`config.mk`:
```
export PLATFORM = sky130hd
export DESIGN_NAME = moc_sweep_controller
export DESIGN_NICKNAME = d
export VERILOG_FILES = /design/src/rtl/moc_pkg.sv /design/src/rtl/moc_settle_timer.sv /design/src/rtl/moc_sweep_controller.sv
export SDC_FILE = /design/constraint.sdc
export NUM_CORES = 1
export LEC_CHECK = 0
export CORE_MARGIN = 1
export CORE_UTILIZATION = 35
export DETAILED_ROUTE_END_ITERATION = 6
export PLACE_DENSITY_LB_ADDON = 0.05
export SYNTH_ARGS = -nofsm -noshare
export SYNTH_HDL_FRONTEND = slang
export SYNTH_SLANG_ARGS = --single-unit
```
`constraint.sdc`:
```
create_clock -name clk -period 6.5 [get_ports clk]
set_clock_uncertainty 0.05 [all_clocks]
set_input_delay 1.3 -clock clk [delete_from_list [all_inputs] [get_ports clk]]
set_output_delay 1.3 -clock clk [all_outputs]
set_load 0.005 [all_outputs]
```
`src/rtl/moc_pkg.sv`:
```
// Shared types and constants for the multiple-output-circuit sweep controller.
package moc_pkg;

  typedef enum logic [1:0] {
    IDLE   = 2'd0,
    APPLY  = 2'd1,
    SAMPLE = 2'd2,
    DONE   = 2'd3
  } moc_state_e;

  localparam int NUM_VECTORS = 16;
  localparam int IN_W        = 4;
  localparam int RESP_W      = 3;

  // Bit offset of vector idx's 3-bit response inside the 48-bit packed table.
  function automatic logic [5:0] resp_slice(input logic [IN_W-1:0] idx);
    return 6'(idx) * 6'd3;
  endfunction

endpackage

```
`src/rtl/moc_settle_timer.sv`:
```
// 8-bit down-counter that times how long each vector is held before sampling.
module moc_settle_timer (
  input  logic       clk,
  input  logic       rst_n,
  input  logic       i_load,
  input  logic       i_en,
  input  logic [7:0] i_load_val,
  output logic       o_expire
);

  logic [7:0] r_count;

  always_ff @(posedge clk or negedge rst_n) begin
    if (!rst_n) begin
      r_count <= 8'd0;
    end else if (i_load) begin
      r_count <= i_load_val;
    end else if (i_en && (r_count != 8'd0)) begin
      r_count <= r_count - 8'd1;
    end
  end

  assign o_expire = (r_count == 8'd0);

endmodule

```
`src/rtl/moc_sweep_controller.sv`:
```
// Drives all 16 {A,B,C,D} vectors into the circuit, captures {Falpha,Fbeta,Fgamma}
// for each and scores the responses against EXP_TABLE.
module moc_sweep_controller
  import moc_pkg::*;
#(
  parameter int unsigned  SETTLE_CYCLES = 1,
  parameter logic [47:0]  EXP_TABLE     = 48'h0
) (
  input  logic        clk,
  input  logic        rst_n,
  input  logic        start,
  input  logic        abort,
  input  logic        Falpha,
  input  logic        Fbeta,
  input  logic        Fgamma,
  output logic        A,
  output logic        B,
  output logic        C,
  output logic        D,
  output logic        busy,
  output logic        done,
  output logic        result_valid,
  output logic        pass,
  output logic [4:0]  fail_count,
  output logic [3:0]  first_fail_idx,
  output logic [47:0] response,
  output moc_state_e  dbg_state
);

  // Down-counter loaded with SETTLE_CYCLES-1 gives exactly SETTLE_CYCLES APPLY cycles.
  localparam logic [7:0] SETTLE_LOAD = 8'(SETTLE_CYCLES - 1);

  moc_state_e        r_state;
  moc_state_e        w_next_state;
  logic [IN_W-1:0]   r_idx;
  logic              r_busy;
  logic              r_done;
  logic              r_result_valid;
  logic              r_pass;
  logic [4:0]        r_fail_count;
  logic [3:0]        r_first_fail_idx;
  logic [47:0]       r_response;

  logic              w_expire;
  logic              w_load;
  logic              w_timer_en;
  logic              w_start_sweep;
  logic              w_abort;
  logic              w_capture;
  logic              w_advance;
  logic              w_finish;
  logic [RESP_W-1:0] w_resp_in;
  logic              w_mismatch;
  logic [4:0]        w_fail_next;

  moc_settle_timer u_timer (
    .clk        (clk),
    .rst_n      (rst_n),
    .i_load     (w_load),
    .i_en       (w_timer_en),
    .i_load_val (SETTLE_LOAD),
    .o_expire   (w_expire)
  );

  always_ff @(posedge clk or negedge rst_n) begin
    if (!rst_n) r_state <= IDLE;
    else        r_state <= w_next_state;
  end

  always_comb begin
    w_next_state = r_state;
    case (r_state)
      IDLE:    if (start) w_next_state = APPLY;
      APPLY:   if (abort) w_next_state = IDLE;
               else if (w_expire) w_next_state = SAMPLE;
      SAMPLE:  if (abort) w_next_state = IDLE;
               else if (r_idx == 4'(NUM_VECTORS - 1)) w_next_state = DONE;
               else w_next_state = APPLY;
      DONE:    w_next_state = IDLE;
      default: w_next_state = IDLE;
    endcase
  end

  always_comb begin
    w_load        = 1'b0;
    w_timer_en    = 1'b0;
    w_start_sweep = 1'b0;
    w_abort       = 1'b0;
    w_capture     = 1'b0;
    w_load        = (w_next_state == APPLY) && (r_state != APPLY);
    w_timer_en    = (r_state == APPLY);
    w_start_sweep = (r_state == IDLE) && start;
    w_abort       = ((r_state == APPLY) || (r_state == SAMPLE)) && abort;
    w_capture     = (r_state == SAMPLE) && !abort;
  end

  assign w_advance   = w_capture && (r_idx != 4'(NUM_VECTORS - 1));
  assign w_finish    = w_capture && (r_idx == 4'(NUM_VECTORS - 1));
  assign w_resp_in   = {Falpha, Fbeta, Fgamma};
  assign w_mismatch  = (w_resp_in != EXP_TABLE[resp_slice(r_idx) +: RESP_W]);
  assign w_fail_next = (w_mismatch && (r_fail_count != 5'd16)) ? r_fail_count + 5'd1
                                                                : r_fail_count;

  always_ff @(posedge clk or negedge rst_n) begin
    if (!rst_n) begin
      r_idx            <= '0;
      r_busy           <= 1'b0;
      r_done           <= 1'b0;
      r_result_valid   <= 1'b0;
      r_pass           <= 1'b0;
      r_fail_count     <= 5'd0;
      r_first_fail_idx <= 4'd0;
      r_response       <= 48'd0;
    end else begin
      r_done <= w_finish;
      if (w_start_sweep) begin
        r_idx            <= '0;
        r_busy           <= 1'b1;
        r_result_valid   <= 1'b0;
        r_pass           <= 1'b0;
        r_fail_count     <= 5'd0;
        r_first_fail_idx <= 4'd0;
        r_response       <= 48'd0;
      end else if (w_abort) begin
        r_idx  <= '0;
        r_busy <= 1'b0;
      end else if (w_capture) begin
        r_response[resp_slice(r_idx) +: RESP_W] <= w_resp_in;
        r_fail_count <= w_fail_next;
        if (w_mismatch && (r_fail_count == 5'd0)) r_first_fail_idx <= r_idx;
        if (w_advance) r_idx <= r_idx + 4'd1;
        // Results become visible together with the done pulse.
        if (w_finish) begin
          r_busy         <= 1'b0;
          r_result_valid <= 1'b1;
          r_pass         <= (w_fail_next == 5'd0);
        end
      end
    end
  end

  assign {A, B, C, D}   = r_idx;
  assign busy           = r_busy;
  assign done           = r_done;
  assign result_valid   = r_result_valid;
  assign pass           = r_pass;
  assign fail_count     = r_fail_count;
  assign first_fail_idx = r_first_fail_idx;
  assign response       = r_response;
  assign dbg_state      = r_state;

endmodule

```
==> qor.csv, run 1 <==
metric,value,unit
Slew @ Worst Pin,0.9518,ns
mux share of post-synthesis cell area,0.07222,
multi-input logic area,1769,µm²
Non-Filler Instances,580,
outcome,completed,
post-synthesis cell type count,54,
Synth top area share,0.5015,
average cell area after synthesis,10.17,µm²
IO buf count,73,
Max Root-Sink Buffers,2,
detailed placement HPWL,6579,µm
Post-Synth Adder-Cell Area,0.04012,
CTS resizes,0,
max incr delay on CP,0.68,ns
Post-Synthesis Cells,368,
"Power, Total",1254,µW
Hold WC Path Type,flop to flop,
Synth Area in Compound Gates,0.1474,
RSZ-0062 raised after global routing,false,
Post-synth EDFFs,0,
share of cells above drive strength 1,0.06532,
setup violators final,0,
Initial Util,0.3625,
final worst path period need,3.212,ns
"Cell Area, Synth",3742,µm²
worst skew pair latency,0.34,ns
dpl cells,564,
DR WL/cell,15.94,µm
CP cell instances,clkdlybuf4s50_1 -> nor2b_1 -> a21oi_1 -> a211oi_2 -> or3_1 -> o21ai_1,
num rows,37,
clock sink count,75,
XOR/XNOR share of the synthesized area,0.02106,
synth warn,0,
grt ovf,0,
I/O pin total,74,
core box area,10320,µm²
synthesis-to-finish area growth,28.59,%
nets@finish,458,
"Slowest-stage cell, CP",nor2b_1,
CTS H-tree depth,3,
hold_buf cts,0,
RePlAce Congestion,0.8133,
Die W,105.4,µm
initial antenna violation count,0,
WHS,0.4567,ns
top_reg_cell synth,dfrtp_1,
CP max FO,11,
required time worst endpoint,6.68,ns
Max-slew headroom,0.3655,
"FFs w/ async S/R, synth",1.000,
number of fill cells,971,
critical path launch point type,input pin,
Vert. Die Dim,105.4,µm
pwr/cell area,260.7,nW/µm²
final design utilization,0.4661,
GR Util All Layers,0.1774,
Max Transition Viols Final,0,
peak supply drop,152.3,µV
endpoints failing hold,0,
synth top area cells,"dfrtp_1 (50%), mux2i_1 (7.2%), a22o_1 (4.7%)",
most frequent cells after synthesis,"dfrtp_1 (75), nand2_1 (44), nor2_1 (41)",
root buffer cell,clkbuf_8,
largest family of logic cells by synthesized area,simple AND/OR/NAND/NOR gates,
cts bufs inserted,9,
"area leader, netlist",dfrtp_1,
Setup TNS Final,0,ns
Final Routed Wirelength,9247,µm
clock tree from TritonCTS,yes,
DRT Pass-1 Iters,5,
Sequential cell area,1877,µm²
largest net degree at the start of global routing,76,
Syn Nets,387,
first-pass GRT wire length,15480,µm
Die Area,11110,µm²
LEAKAGE,0.002054,µW
postcts setup bufs,0,
Post-DRT Antenna Nets,0,
vias in the first global route,3052,
Critical Path Sink Type,flop,
Inserted Diodes,0,
Seq cells post-synth,75,
DRT iter0 DRCs,86,
vias post-DR,2983,
# DRC,0,
"count leader, synth",dfrtp_1,
"Seq/Total Area, Yosys",0.5015,
post-route clock period utilization,0.4941,
Peak Freq,311.4,MHz
critical path type,input pin to flop,
Clock transition at path regs,0.08,ns
Post-Synth Simple-Gate Area,0.1919,
vias per std cell,5.143,
crit path DAT,3.39,ns
Max Cap Viol,0,
==> power breakdown <==
part	internal [µW]	switching [µW]	total (µW)
sequential	498	35.7	534
combinational	116	200	316
clock	229	176	405
==> area by class of cell <==
| type | instances | area share |
|---|---|---|
| sequential | 75 | 0.3900 |
| multi-input combinational | 270 | 0.3677 |
| timing repair buffer | 74 | 0.1529 |
| tap | 136 | 0.03536 |
| clock buffer | 11 | 0.02938 |
| clock inverter | 5 | 0.01768 |
| inverter | 9 | 0.007020 |
==> state kept, by name (all words and copies together) (netlist names) <==
signal / flops
first_fail_idx: 4
response: 48
u_timer.r_count: 8
fail_count: 5
r_idx: 4
done: 1
result_valid: 1
pass: 1
busy: 1
dbg_state: 2
==> cell usage in the layout (no fill, tap or decap), types with 3 or more instances in the layout <==
cell type	count
dfrtp_1	75
clkdlybuf4s50_1	72
nand2_1	44
nor2_1	41
mux2i_1	27
a22o_1	20
nand3_1	19
a21oi_1	18
ha_1	12
o21ai_1	10
clkbuf_8	10
nor3_1	8
inv_1	7
nor2b_1	5
or2_1	5
xnor2_1	5
o41ai_1	4
nand4_1	4
xor2_1	4
or3_1	3
o211ai_1	3
a31oi_1	3
a41o_1	3
==> cell families (layout without fill, tap and decap cells) <==
kind of cell | after synthesis | count (layout)
AOI/OAI and AO/OA | 75 | 75
buffers and inverters | 23 | 99
DFF | 75 | 75
muxes | 27 | 27
and+or+nand+nor | 147 | 147
adders and majority gates | 12 | 12
xor gates and xnor gates | 9 | 9
==> worst max-delay path, delay by kind of cell <==
kind	cells	cell delay [ns]
buf+inv	1	0.49
simple gates	2	0.86
compound gates	3	0.74
==> path summary, 6_finish.rpt <==
check	from	end	slack (ns)	cells after the start
max in group asynchronous	rst_n	response[7]	4.72	1
hold reg to reg	result_valid	result_valid	0.46	2
setup / recovery	abort	u_timer.r_count[0]	3.29	6
min in group asynchronous	rst_n	response[44]	1.02	1
hold / removal	result_valid	result_valid	0.46	2
setup reg to reg	r_idx[1]	response[8]	3.63	7
==> per-stage QoR <==
step	setup WS, ns	instance area [µm²]
global route	3.095	4812
global placement	2.948	4586
finish	3.288	4812
detailed placement	2.868	4586
CTS	3.245	4812
floorplan	4.003	3742
==> metal layers <==
layer,part of all wire,track usage,vias up
met5,0,0,-
met4,0.0096,0.05734,0
met3,0.034,0.02474,9
met2,0.47,0.2862,63
met1,0.48,0.2454,1443
li1,-,-,1468
Note: power is estimated with default switching activity, not from simulation.
==> run 2: changes to the inputs <==
==> constraint.sdc (replaced) <==
create_clock -name clk -period 3 [get_ports clk]
set_clock_uncertainty 0.05 [all_clocks]
set_input_delay 0.6 -clock clk [delete_from_list [all_inputs] [get_ports clk]]
set_output_delay 0.6 -clock clk [all_outputs]
set_load 0.005 [all_outputs]
==> qor.csv, run 2 (synthesized netlist as in run 1, its figures left out) <==
metric,value,unit,change
critical path type,flop to flop,,
Max Cap Viol,0,,unchanged
Die W,105.4,µm,unchanged
worst skew pair latency,0.35,ns,about the same
clock sink count,75,,unchanged
Initial Util,0.3625,,unchanged
Setup TNS Final,0,ns,unchanged
vias per std cell,5.242,,+1.9%
largest net degree at the start of global routing,76,,unchanged
critical path launch point type,flop,,
final design utilization,0.4733,,+0.007151
"leading cell types in the layout, fill and taps excluded","dfrtp_1 (75), clkdlybuf4s50_1 (72), nand2_1 (44)",,
num rows,37,,unchanged
DRT iter0 DRCs,93,,+8.1%
Hold WC Path Type,input pin to async pin,,
vias in the first global route,3149,,+3.2%
multi-input logic area,1769,µm²,unchanged
Die Area,11110,µm²,unchanged
max reg flops,48,,unchanged
Vert. Die Dim,105.4,µm,unchanged
worst reg2reg setup slack,0.66,ns,-2.97 ns
# DRC,0,,unchanged
peak supply drop,354.3,µV,+130%
vias post-DR,3098,,+3.9%
outcome,completed,,
nets@finish,469,,+2.4%
number of fill cells,974,,+0.31%
GR Util All Layers,0.1828,,+0.005376
CTS resizes,0,,unchanged
"Cell Area, Placed",4668,µm²,+1.8%
grt ovf,0,,unchanged
Max Transition Viols Final,0,,unchanged
RePlAce Congestion,0.7937,,-2.4%
Clock transition at path regs,0.08,ns,about the same
Final Routed Wirelength,9407,µm,+1.7%
required time worst endpoint,3.20,ns,-3.48 ns
first-pass GRT wire length,15900,µm,+2.7%
DRT Pass-1 Iters,4,,-1
Post-DRT Antenna Nets,0,,unchanged
postcts setup bufs,0,,unchanged
CTS H-tree depth,3,,unchanged
Peak Freq,426.5,MHz,
Max Root-Sink Buffers,2,,unchanged
Critical Path Sink Type,flop,,
cts bufs inserted,9,,unchanged
hold_buf cts,0,,unchanged
RSZ-0062 raised after global routing,false,,
I/O pin total,74,,unchanged
post-route clock period utilization,0.7815,,
share of cells above drive strength 1,0.08791,,+0.02260
Slew @ Worst Pin,0.9638,ns,+0.01206 ns
root buffer cell,clkbuf_8,,
worst r2r src,r_idx[0],,
R2R cell count,6,,-1
final setup margin,0.6556,ns,-2.633 ns
FF-to-FF End,response[45],,
pwr/cell area,562.4,nW/µm²,+120%
IO buf count,73,,unchanged
LEAKAGE,0.002107,µW,+2.6%
clock tree from TritonCTS,yes,,
final worst path period need,2.344,ns,
"commonest non-fill, non-tap cell in the layout",dfrtp_1,,
Sequential cell area,1877,µm²,unchanged
detailed placement HPWL,6691,µm,+1.7%
synthesis-to-finish area growth,30.56,%,
endpoints failing hold,0,,unchanged
Inserted Diodes,0,,unchanged
CP max FO,11,,unchanged
DR WL/cell,15.92,µm,-0.16%
crit path DAT,2.54,ns,-0.85 ns
Max-slew headroom,0.3574,,-0.008040
setup violators final,0,,unchanged
pre-CTS setup slack,0.4533,ns,-2.414 ns
initial antenna violation count,0,,unchanged
core box area,10320,µm²,unchanged
final instance area,4886,µm²,+1.5%
## run 2: cell count changes in the layout (fill, tap and decap cells not counted), sizes merged
cell,change
clkbuf,-1
buf,+11
clkinv,+2
inv,-1
## run 2: worst max path at each step
stage	cells after the start	from	to	slack, ns
floorplan	8	r_idx[0]	response[0]	0.85
detailed placement	6	abort	response[26]	0.45
finish	6	r_idx[0]	response[45]	0.66
CTS	6	r_idx[0]	response[45]	0.67
global route	6	r_idx[0]	response[45]	0.51
global placement	6	abort	response[25]	0.51
## run 2: cell type report
cell class	instances	area share
sequential	75	0.3841
multi-input combinational	270	0.3621
timing repair buffer	85	0.1675
tap	136	0.03483
clock buffer	10	0.02612
clock inverter	6	0.01844
inverter	9	0.006914
## run 2: per-layer routing
metal | GRT usage | vias up | share of wire
met5 | 0 | - | 0
met4 | 0.08853 | 0 | 0.017
met3 | 0.02968 | 17 | 0.038
met2 | 0.2843 | 88 | 0.47
met1 | 0.2475 | 1515 | 0.48
li1 | - | 1478 | -
## run 2: worst max-delay path: stages, from the launching register on
cell and delay (ns):
dfrtp_1 0.39, inv_2 0.10, ha_1 0.31, or3b_1 0.59, o2bb2ai_2 0.36, a31oi_1 0.19, a22o_1 0.25
## run 2: power by group
part	total [µW]	internal, µW	switching (µW)
registers	1150	1080	74.7
clock network	870	470	400
logic	724	278	447
total	2750	1830	921
## run 2: metrics by stage
step / instances / power [µW] / hold WS, ns
after detailed placement: 575 / 1903 / 0.4432
after floorplan: 368 / 1646 / 0.2544
final: 591 / 2748 / 0.3449
after CTS: 591 / 2777 / 0.3795
after global routing: 591 / 2921 / 0.4301
after global placement: 575 / 1896 / 0.4415
